--- src/rtl/tgmux_phase_ctrl.sv ---
// Break-before-make phase controller for the CKN/CKP gate pairs of an N-input transmission-gate mux.
// Accepts select requests on valid/ready, opens all gates, makes the new one, waits for settling, pulses done.
module tgmux_phase_ctrl #(
   parameter int N_CH       = 4,
   parameter int SEL_W      = 2,
   parameter int DEAD_CYC   = 2,
   parameter int SETTLE_CYC = 3,
   parameter int CNT_W      = 4
) (
   input  logic             clk,
   input  logic             rst,
   input  logic             req_valid,
   input  logic             req_en,
   input  logic [SEL_W-1:0] req_sel,
   output logic             req_ready,
   output logic [N_CH-1:0]  ckn,
   output logic [N_CH-1:0]  ckp,
   output logic [SEL_W-1:0] cur_sel,
   output logic             cur_en,
   output logic             busy,
   output logic             done
);

   typedef enum logic [1:0] {
      IDLE   = 2'd0,
      DEAD   = 2'd1,
      SETTLE = 2'd2,
      DONE   = 2'd3
   } state_t;

   localparam logic [SEL_W:0] N_CH_L        = (SEL_W+1)'(N_CH);
   localparam logic [CNT_W-1:0] DEAD_INIT   = CNT_W'(DEAD_CYC - 1);
   localparam logic [CNT_W-1:0] SETTLE_INIT = CNT_W'(SETTLE_CYC - 1);
   localparam logic [CNT_W-1:0] CNT_ZERO    = {CNT_W{1'b0}};
   localparam logic [CNT_W-1:0] CNT_ONE     = CNT_W'(1);

   state_t           state_r;
   logic [CNT_W-1:0] cnt_r;
   logic             tgt_en_r;
   logic [SEL_W-1:0] tgt_sel_r;
   logic [N_CH-1:0]  ckn_r;
   logic [N_CH-1:0]  ckp_r;
   logic [SEL_W-1:0] cur_sel_r;
   logic             cur_en_r;
   logic             busy_r;
   logic             done_r;
   logic             ready_r;

   logic             in_range_s;
   logic             req_en_s;
   logic             same_s;
   logic             accept_s;

   function automatic logic [N_CH-1:0] onehot(input logic [SEL_W-1:0] sel);
      onehot = {{(N_CH-1){1'b0}}, 1'b1} << sel;
   endfunction

   // Out-of-range selects collapse to a disconnect request.
   assign in_range_s = ({1'b0, req_sel} < N_CH_L);
   assign req_en_s   = req_en & in_range_s;
   // A disconnect while already disconnected matches regardless of the stale select value.
   assign same_s     = (req_en_s == cur_en_r) && (!req_en_s || (req_sel == cur_sel_r));
   assign accept_s   = req_valid & ready_r;

   // Sequencer: state, counter, captured target and all registered outputs.
   always_ff @(posedge clk) begin
      if (rst) begin
         state_r   <= IDLE;
         cnt_r     <= CNT_ZERO;
         tgt_en_r  <= 1'b0;
         tgt_sel_r <= {SEL_W{1'b0}};
         ckn_r     <= {N_CH{1'b0}};
         ckp_r     <= {N_CH{1'b1}};
         cur_sel_r <= {SEL_W{1'b0}};
         cur_en_r  <= 1'b0;
         busy_r    <= 1'b0;
         done_r    <= 1'b0;
         ready_r   <= 1'b1;
      end else begin
         done_r <= 1'b0;
         case (state_r)
            IDLE: begin
               if (accept_s) begin
                  tgt_en_r  <= req_en_s;
                  tgt_sel_r <= req_sel;
                  ready_r   <= 1'b0;
                  busy_r    <= 1'b1;
                  if (same_s) begin
                     state_r <= DONE;
                     done_r  <= 1'b1;
                  end else begin
                     ckn_r    <= {N_CH{1'b0}};
                     ckp_r    <= {N_CH{1'b1}};
                     cur_en_r <= 1'b0;
                     cnt_r    <= DEAD_INIT;
                     state_r  <= DEAD;
                  end
               end else begin
                  state_r <= IDLE;
               end
            end
            DEAD: begin
               if (cnt_r != CNT_ZERO) begin
                  cnt_r <= cnt_r - CNT_ONE;
               end else if (tgt_en_r) begin
                  ckn_r     <= onehot(tgt_sel_r);
                  ckp_r     <= ~onehot(tgt_sel_r);
                  cur_sel_r <= tgt_sel_r;
                  cur_en_r  <= 1'b1;
                  cnt_r     <= SETTLE_INIT;
                  state_r   <= SETTLE;
               end else begin
                  state_r <= DONE;
                  done_r  <= 1'b1;
               end
            end
            SETTLE: begin
               if (cnt_r != CNT_ZERO) begin
                  cnt_r <= cnt_r - CNT_ONE;
               end else begin
                  state_r <= DONE;
                  done_r  <= 1'b1;
               end
            end
            DONE: begin
               state_r <= IDLE;
               busy_r  <= 1'b0;
               ready_r <= 1'b1;
            end
            default: begin
               state_r  <= IDLE;
               ckn_r    <= {N_CH{1'b0}};
               ckp_r    <= {N_CH{1'b1}};
               cur_en_r <= 1'b0;
               busy_r   <= 1'b0;
               ready_r  <= 1'b1;
            end
         endcase
      end
   end

   assign req_ready = ready_r;
   assign ckn       = ckn_r;
   assign ckp       = ckp_r;
   assign cur_sel   = cur_sel_r;
   assign cur_en    = cur_en_r;
   assign busy      = busy_r;
   assign done      = done_r;

endmodule
--- config.mk ---
export PLATFORM = sky130hd
export DESIGN_NAME = tgmux_phase_ctrl
export DESIGN_NICKNAME = d
export VERILOG_FILES = /design/src/rtl/tgmux_phase_ctrl.sv
export SDC_FILE = /design/constraint.sdc
export NUM_CORES = 1
export LEC_CHECK = 0
export ABC_AREA = 1
export ABC_CLOCK_PERIOD_IN_PS = 1900
export CAP_MARGIN = 20
export CORE_AREA = 4 4 46 64
export CTS_CLUSTER_DIAMETER = 100
export DETAILED_ROUTE_END_ITERATION = 8
export DIE_AREA = 0 0 50 68
export GPL_TIMING_DRIVEN = 0
export PLACE_DENSITY = 0.8
export SYNTH_ARGS = -nofsm -noshare
export SYNTH_HDL_FRONTEND = slang
export SYNTH_SLANG_ARGS = --single-unit
--- constraint.sdc ---
create_clock -name clk -period 1.9 [get_ports clk]
set_clock_uncertainty 0.2 [all_clocks]
set_input_delay 0.57 -clock clk [delete_from_list [all_inputs] [get_ports clk]]
set_output_delay 0.57 -clock clk [all_outputs]
set_load 0.01 [all_outputs]
### Word level (Yosys, flattened, before mapping)

Cells that the tools add are included.

| word-level totals | value |
|---|---|
| logic and storage cells | 79 |
| flip-flop bits (word level) | 23 |
| bits of input ports | 6 |
| output and inout port bits | 14 |

| operators by class | value |
|---|---|
| shift operators | 1 |
| bitwise gates (word level) | 3 |
| add/sub/neg operators | 1 |
| multiplexer cells | 37 |
| reductions and logical operators | 14 |
| equality and inequality tests | 12 |

Operators by type and width:

| kind | number |
|---|---|
| $mux 4 | 13 |
| $pmux 4 s2 | 2 |
| $mux 1 | 12 |
| $ne 2x2->1 const B | 6 |
| $pmux 4 s3 | 1 |
| $reduce_and 5->1 | 2 |
| $mux 2 | 4 |
| $pmux 2 s4 | 1 |
| $pmux 1 s2 | 3 |
| $reduce_and 2->1 | 3 |
| $eq 2x2->1 const B | 2 |
| $not 4->4 | 1 |
| $reduce_bool 2->1 | 2 |
| $reduce_bool 4->1 | 1 |
| $shl 1x2->4 const A | 1 |
| $sub 4x1->4 const B | 1 |
| $ne 3x3->1 const B | 1 |
| $pmux 1 s3 | 1 |
| $reduce_and 3->1 | 1 |
| $reduce_bool 3->1 | 1 |
| $eq 2x1->1 const B | 1 |
| $eq 2x2->1 | 1 |
| $logic_not 2->1 | 1 |
| $and 1x1->1 | 1 |
| other kinds (5) | 5 |

### Longest topological paths before layout

Gate-level depths: netlist of run 1.

| logic depth | value |
|---|---|
| depth after elaboration | 6 |
| depth in mapped cells | 10 |
| depth with buffers taken out | 10 |

### Worst setup path after synthesis of run 1

OpenSTA, ideal clock, no wires.

| timing path | value |
|---|---|
| path kind | reg-to-reg |
| start point | register state_r[1] |
| end point | register cnt_r[1] |
| data required time | 1.585 ns |
| clock period less this slack | 1.658 ns |
| arrival time | 1.343 ns |
| setup slack | 0.242 ns |
| buffers on the path | 0 |
| library setup time | 0.115 ns |
| cell stages (with the launch flop) | 9 |
| cells stage by stage | dfxtp_1 -> inv_1 -> ha_1 -> a21oi_1 -> nor2_1 -> nor2_2 -> nand3_1 -> nand2_1 -> nor2_1 |

| between the ends | value |
|---|---|
| cells in the longest elaborated chain, start to end | 3 |
| elaborated cells on any way between the ends | 10 |
| classes of those cells | eq/ne (6); mux (1); reduce/logical (3) |

RTL lines:

| element | line | text |
|---|---|---|
| start, declared | 37 | `state_t state_r;` |
| start signal, assigned | 68 | `state_r <= IDLE;` |
| start signal, assigned | 89 | `state_r <= DONE;` |
| start signal, assigned | 96 | `state_r <= DEAD;` |
| $eq 2x1->1 (tied with other cells) | 81 | `case (state_r)` |
| $ne 3x3->1 (no source line) (tied with other cells) | - |  |
| $reduce_and 5->1 (no source line) | - |  |
| end signal, assigned | 104 | `cnt_r <= cnt_r - CNT_ONE;` |
| end signal, assigned | 119 | `cnt_r <= cnt_r - CNT_ONE;` |
| end, declared | 38 | `logic [CNT_W-1:0] cnt_r;` |

Parallel ways exist; a longest one is shown, timed or not.
A chain may end at the register's enable or synchronous reset.

### Final worst setup path of run 1

| timing path | value |
|---|---|
| start point | register cnt_r[0] |
| end point | register cur_en_r (netlist: cur_en) |

| between the ends | value |
|---|---|
| cells in the longest elaborated chain, start to end | 3 |

RTL lines:

| element | line | text |
|---|---|---|
| $reduce_bool 4->1 | 103 | `if (cnt_r != CNT_ZERO) begin` |
| $ne 2x2->1 (no source line) | - |  |
| $reduce_and 5->1 (no source line) | - |  |
| end signal, assigned | 94 | `cur_en_r <= 1'b0;` |
| end signal, assigned | 109 | `cur_en_r <= 1'b1;` |
| end signal, assigned | 134 | `cur_en_r <= 1'b0;` |
| end, declared | 44 | `logic cur_en_r;` |

Every way passes these cells.

==> implementation parameters, run 1 <==
Parameter                              Value

Yosys
  Synth async-reset ratio ... 0%
  Sequential-to-total area share from yosys stat ... a little under 40%
  Most numerous cell types in the synthesized netlist ... nand2_1 (31), dfxtp_1 (23), a21oi_1 (21)
  Synthesized cell area ... 1180 um2
  Average cell area after synthesis ... 7.37 um2
  Largest cells by area after synthesis ... dfxtp_1 (39%), nand2_1 (9.9%), a21oi_1 (8.9%)
  Number of flip-flops and latches in the synthesized netlist ... 23
  Library cell occupying the most area in the post-synthesis netlist ... dfxtp_1
  Synthesized net count ... ~170
  Count of flip-flops with a built-in enable after synthesis ... 0
  Gate Count Post-Synth ... 160
  Proportion of netlist area held by the largest area contributor ... 39.1%
  Count of unique library cells instantiated by Yosys ... 24
  Primary FF master, synth ... dfxtp_1
  Most repeated cell in the gate-level netlist after synthesis ... nand2_1
  Number of warning messages in the yosys log ... 0

GRT
  Via count of the first global-routing pass ... around 1,000
  All-Layer GR Usage ... between 15 and 20%
  Total grt overflow ... 0
  Largest net degree at the start of global routing ... 14
  Antenna violations before repair ... 0
  First-pass GRT wire length ... ~4500 um

Critical path
  Crit path cell chain ... inv_1 > ha_1 > nand3_2 > nor2_4 > nand2_4 > o21ai_4 > buf_4 > nand3_1 > a21oi_1
  Buf/Inv on CP ... 2
  Worst path required time ... slightly below 2 ns
  Worst setup path category ... reg2reg
  Reg2reg end ... cur_en$_SDFFE_PP0P_
  Startpoint types ... register
  Crit path max fanout ... 6
  Worst path slowest cell ... dfxtp_1
  FF-to-FF setup slack ... slightly below 0.09 ns
  Top cell family by delay on the critical path ... simple AND/OR/NAND/NOR gates
  Nature of the critical path endpoint ... register
  Highest cell delay on the worst timing path ... ~0.34 ns
  Launch instance of the worst register-to-register path ... cnt_r[0]$_SDFFE_PP0P_
  R2r worst-path depth ... 9
  Arrival time of data at the critical path endpoint ... 1.86 ns

Finish
  Layout cells sized above 1 ... around 18%
  Net count, final ... ~200
  Finished Layout Cells ... between 200 and 250
  P&R area growth vs syn ... 31.2%
  Share of the core filled with cells in the final layout ... between 60 and 70%
  Area taken by flip-flops and latches ... around 460 um2
  Multi-input gate area in the final layout ... about 690 um2
  Cell area after layout ... around 1500 um2
  N_diodes ... 0
  Fillers ... a little over 200

Die
  Starting Density ... 49.3%
  Core ar. ... about 2400 um2
  Site Rows ... 21
  Die Outline Area ... 3400 um2
  I/O pin count ... 20
  Die Y ... 68 um
  Die width ... 50 um

Clock network
  CTS buffer count ... 3
  Hold-fix buffer count after cts ... 0
  Clock input transition at the sequential cells of the worst setup and hold paths ... 0.14 ns
  Root Driver ... clkbuf_4
  Number of buffers between clock root and the deepest sink ... 2
  Clock latency on the worst-skew pair ... slightly above 0.3 ns
  Clock tree from TritonCTS ... built
  Number of H-tree branching levels ... 1
  Total clock sinks ... 23

Timing
  Tightest Pin Transition ... approximately 0.6 ns
  Final worst hold slack ... ~0.27 ns
  Final hold vios ... 0
  Number of pins with negative max-slew slack in the final report ... 0
  Top achievable clock speed ... 551 MHz
  Post-route clock period utilization ... between 90% and 100%
  Slew margin rel. ... 60.1%
  Final-report setup violation count ... 0
  Clock period minus worst slack ... 1.81 ns

Route
  First-pass DRT Iterations ... 4
  Number of vias after detailed routing ... around 1,200
  Total Wirelength ... 3010 um
  Remaining antenna violation count after routing ... 0
  1st-iter DRT viols ... between 50 and 60
  Mean routed wirelength per cell ... between 10 and 15 um
  Number of vias per cell after detailed routing ... 5.33
  DRC errors left ... 0

Power and ir drop
  Power Total ... 2.57 mW
  Leakage power ... between 0.7 and 0.8 nW
  Worst vdd rail ir drop ... 0.00130 V
  Power per Cell Area ... ~1700 nW/um2

Min path
  Depth of the worst hold-timing path ... 2
  Destination of the worst hold path ... ckp[3]$_SDFFE_PP1P_
  Startpoint of the worst hold path ... ckp[3]$_SDFFE_PP1P_
  Class of the tightest hold or removal check ... reg2reg

Flow run
  Count of max-cap constraint violations ... 0

Placed design
  Final GP Congestion ... a little over 0.8
  Post-placement cell area ... around 1400 um2
  Hpwl dp ... ~1900 um
  Quantity of I/O buffers inserted on ports ... 18
  Cell total after placement ... 212

Status
  Run status ... finished, final reports clean
[layer usage]
layer	up-vias	GRT usage [%]	wire length, um
li1	586	-	-
met1	561	18.9	1260
met2	40	31.7	1600
met3	6	2.40	100
met4	0	7.27	55
met5	-	0	0
[worst max path at each step]
stage               cells after the start  slack (ns)                     from                     to
floorplan                               8        0.24  state_r[1]$_SDFFE_PP0P_  cnt_r[1]$_SDFFE_PP0P_
global placement                        9       -0.36                   req_en  cnt_r[3]$_SDFFE_PP0P_
detailed placement                      9       -0.41                   req_en    ckp[0]$_SDFFE_PP1P_
CTS                                    10       0.008               req_sel[0]    ckn[1]$_SDFFE_PP0P_
global route                            9       -0.02    cnt_r[0]$_SDFFE_PP0P_    cur_en$_SDFFE_PP0P_
finish                                  9        0.09    cnt_r[0]$_SDFFE_PP0P_    cur_en$_SDFFE_PP0P_
[cell families after synthesis]
kind of cell | after synthesis | synth area share [%]
xor+xnor | 1 | 0.743
fa+ha+maj | 6 | 6.37
simple gates | 74 | 30.4
compound gates | 32 | 15.2
buf+inv | 24 | 8.28
flops | 23 | 39.1
[final cells by class]
cell class	count	share of cell area, %
Sequential cell	23	29.9
Clock inverter	1	0.324
Timing Repair Buffer	25	14.4
Multi-Input combinational cell	114	44.8
Clock buffer	3	1.46
Tap cell	34	2.75
Inverter	21	5.10
Buffer	3	1.21
[power breakdown]
part           switching (mW)  internal [mW]  total [mW]  leakage (nW)
Sequential              0.106          0.632       0.737         0.190
Clock                   0.155         0.0786       0.234        0.0177
Combinational           0.935          0.661        1.60         0.520
[state kept, by name (all words and copies together) (netlist names)]
signal,flops
busy,1
tgt_sel_r,2
done,1
ckp,4
cur_sel,2
req_ready,1
cnt_r,4
ckn,4
cur_en,1
tgt_en_r,1
state_r,2
[layout by cell type, fill, tap and decap left out, drive strengths merged, types with 3 or more instances in the layout]
cell and instances:
a21oi 21, clkbuf 5, o21ai 8, inv 21, nand2 35, nor3 4, nand3b 3, nand3 19
buf 8, ha 6, dlygate4sd2 15, dfxtp 23, nor2 11
[through the flow]
stage	worst slack (ns)	setup TNS [ns]
global placement	-0.360	-4.97
floorplan	0.242	0
global route	-0.0238	-0.0668
CTS	0.00808	0
finish	0.0866	0
detailed placement	-0.414	-5.67
[worst reg2reg max path: cells and delay by family (launching register included)]
family          cells  cell delay [ns]
simple gates        4             0.45
flops               1             0.34
buf+inv             2             0.29
compound gates      2             0.26
fa+ha+maj           1             0.22
[what timing repair did]
| action | in CTS | in global routing |
|---|---|---|
| buffers inserted | 2 | 4 |
| endpoints found under the setup margin | 25 | 16 |
| cloned | 2 | 0 |
| pin swaps | 2 | 7 |
| gates resized for setup | 22 | 16 |
No activity file was read; power rests on OpenSTA's default activity.
==> run 2: changes to the inputs <==
- ABC_CLOCK_PERIOD_IN_PS: 1900 -> default
- MAX_ROUTING_LAYER: default -> met4
==> implementation parameters, run 2 (synthesis gave the netlist of run 1 again) <==
Parameter                              Value

Status
  Run status ... finished, final reports clean (unchanged)

Clock network
  Number of buffers between clock root and the deepest sink ... 2 (unchanged)
  Clock input transition at the sequential cells of the worst setup and hold paths ... 0.12 ns (was 0.14 ns)
  Root Driver ... clkbuf_4 (unchanged)
  Clock latency on the worst-skew pair ... 0.31 ns (about the same)
  Number of H-tree branching levels ... 1 (unchanged)
  CTS buffer count ... 3 (unchanged)
  Clock tree from TritonCTS ... built (unchanged)
  Total clock sinks ... 23 (unchanged)
  Hold-fix buffer count after cts ... 0 (unchanged)

Timing
  Tightest Pin Transition ... 0.617 ns (was 0.599 ns)
  Setup TNS ... 0 ns (unchanged)
  Number of pins with negative max-slew slack in the final report ... 0 (unchanged)
  Final hold vios ... 0 (unchanged)
  Slew margin rel. ... 58.9% (was 60.1%)
  Clock period minus worst slack ... 1.80 ns (was 1.81 ns)
  Top achievable clock speed ... 554 MHz (was 551 MHz)
  Post-route clock period utilization ... 94.9% (was 95.4%)
  Final-report setup violation count ... 0 (unchanged)

Die
  Die width ... 50 um (unchanged)
  Starting Density ... 49.3% (unchanged)
  Site Rows ... 21 (unchanged)
  Core ar. ... 2390 um2 (unchanged)
  I/O pin count ... 20 (unchanged)
  Die Y ... 68 um (unchanged)
  Die Outline Area ... 3400 um2 (unchanged)

Finish
  P&R area growth vs syn ... 30.8% (was 31.2%)
  Commonest non-fill, non-tap cell in the layout ... nand2_1 (unchanged)
  Most frequent cells in the layout ... nand2_1 (31), dfxtp_1 (21), a21oi_1 (18) (unchanged)
  Layout cells sized above 1 ... 18.0% (was 17.9%)
  Net count, final ... 202 (was 203)
  Share of the core filled with cells in the final layout ... 64.5% (was 64.7%)
  Fillers ... 208 (was 207)
  N_diodes ... 0 (unchanged)

Placed design
  Final GP Congestion ... 0.839 (was 0.826)
  Quantity of I/O buffers inserted on ports ... 18 (unchanged)
  Hpwl dp ... 1910 um (unchanged)

Critical path
  Startpoint of the most critical setup path ... rst (was cnt_r[0]$_SDFFE_PP0P_)
  Startpoint types ... primary input (was register)
  Nature of the critical path endpoint ... register (unchanged)
  Worst setup path category ... in2reg (was reg2reg)
  Library cell appearing most often on the critical path ... clkbuf_1
  Worst path slowest cell ... clkbuf_1 (was dfxtp_1)
  Crit path max fanout ... 10 (was 6)
  Buf/Inv on CP ... 3 (was 2)
  Crit path cell chain ... clkbuf_1 > inv_1 > clkbuf_1 > o21ai_0 > a21oi_1 (was inv_1 > ha_1 > nand3_2 > nor2_4 > nand2_4 > o21ai_4 > buf_4 > nand3_1 > a21oi_1)
  Launch instance of the worst register-to-register path ... cnt_r[0]$_SDFFE_PP0P_ (unchanged)
  Worst path required time ... 1.94 ns (was 1.95 ns)
  Reg2reg end ... ckn[2]$_SDFFE_PP0P_ (was cur_en$_SDFFE_PP0P_)
  R2r worst-path depth ... 9 (unchanged)
  Arrival time of data at the critical path endpoint ... 1.85 ns (was 1.86 ns)
  Highest cell delay on the worst timing path ... 0.43 ns (was 0.34 ns)
  FF-to-FF setup slack ... 0.11 ns (was 0.09 ns)
  Top cell family by delay on the critical path ... buffers and inverters (was simple AND/OR/NAND/NOR gates)

Power and ir drop
  Power per Cell Area ... 1650 nW/um2 (was 1660 nW/um2)
  Leakage power ... 0.722 nW (was 0.728 nW)
  Worst vdd rail ir drop ... 0.00129 V (was 0.00130 V)

GRT
  All-Layer GR Usage ... 17.4% (was 17.0%)
  Via count of the first global-routing pass ... 1,049 (was 1,046)
  Largest net degree at the start of global routing ... 14 (unchanged)
  First-pass GRT wire length ... 4500 um (was 4510 um)
  Antenna violations before repair ... 0 (unchanged)
  Total grt overflow ... 0 (unchanged)

Min path
  Class of the tightest hold or removal check ... reg2reg (unchanged)
  Depth of the worst hold-timing path ... 2 (unchanged)
  Startpoint of the worst hold path ... ckp[3]$_SDFFE_PP1P_ (unchanged)
  Destination of the worst hold path ... ckp[3]$_SDFFE_PP1P_ (unchanged)

Route
  DRC errors left ... 0 (unchanged)
  Total Wirelength ... 3000 um (was 3010 um)
  First-pass DRT Iterations ... 5 (was 4)
  Number of vias after detailed routing ... 1,197 (was 1,193)
  1st-iter DRT viols ... 53 (was 56)
  Remaining antenna violation count after routing ... 0 (unchanged)
  Mean routed wirelength per cell ... 13.4 um (about the same)
  Number of vias per cell after detailed routing ... 5.37 (was 5.33)

Flow run
  Count of max-cap constraint violations ... 0 (unchanged)
run 2: changes by cell type in the layout (fill, tap and decap cells not counted):
cell and change:
buf_4 -1, ha_1 -1, ha_2 +1
run 2: routing by layer:
layer	up-vias	GRT usage, %	routed length [um]
li1	588	-	-
met1	568	18.8	1240
met2	37	31.9	1610
met3	4	2.40	112
met4	0	7.27	36
met5	-	-	0
run 2: worst register-to-register path, stage by stage (launching register included):
cell and delay [ns]:
dfxtp_1 0.34, inv_1 0.11, ha_2 0.21, nand3_2 0.14, nor2_4 0.14, nand2_4 0.08, o21ai_4 0.12, buf_4 0.19
nand3_1 0.07, a21oi_1 0.14
run 2: layout make-up:
| class | instances | area, um2 | share of cell area (%) |
|---|---|---|---|
| timing repair buffer | 24 | 215 | 14.0 |
| sequential | 23 | 463 | 30.0 |
| inverter | 21 | 78.8 | 5.11 |
| clock inverter | 1 | 5.00 | 0.325 |
| clock buffer | 3 | 22.5 | 1.46 |
| buffer | 3 | 18.8 | 1.22 |
| multi-input combinational | 114 | 696 | 45.1 |
| tap | 34 | 42.5 | 2.76 |
run 2: where the power goes:
group,total [mW],internal (mW),switching (mW),leakage (nW)
Clock,0.226,0.0785,0.147,0.0177
Sequential,0.739,0.632,0.107,0.190
Combinational,1.58,0.645,0.931,0.515
Total,2.54,1.35,1.18,0.722
run 2: worst max-delay path by stage:
stage | end | depth (start not counted)
CTS | ckn[1]$_SDFFE_PP0P_ | 10
floorplan | cnt_r[1]$_SDFFE_PP0P_ | 8
global placement | cnt_r[3]$_SDFFE_PP0P_ | 9
global route | cur_en$_SDFFE_PP0P_ | 9
detailed placement | ckp[0]$_SDFFE_PP1P_ | 9
finish | state_r[1]$_SDFFE_PP0P_ | 5
run 2: repair_timing:
action / in CTS / in global routing
gates resized for setup: 22 / 17
pin swaps: 2 / 7
cloned: 2 / 0
hold endpoints to repair: 0 / 0
buffers inserted: 2 / 3
endpoints found under the setup margin: 25 / 16
run 2: stage by stage:
stage	hold slack, ns	worst slack (ns)	instance area [um2]	cells	total power, mW
6_report	0.263	0.0961	1540	223	2.54
5_1_grt	0.297	-0.0150	1540	223	2.74
4_1_cts	0.270	0.00808	1460	220	2.30
3_5_place_dp	0.243	-0.414	1400	212	2.06
3_3_place_gp	0.240	-0.360	1400	212	2.01
2_1_floorplan	0.239	0.242	1180	160	1.70
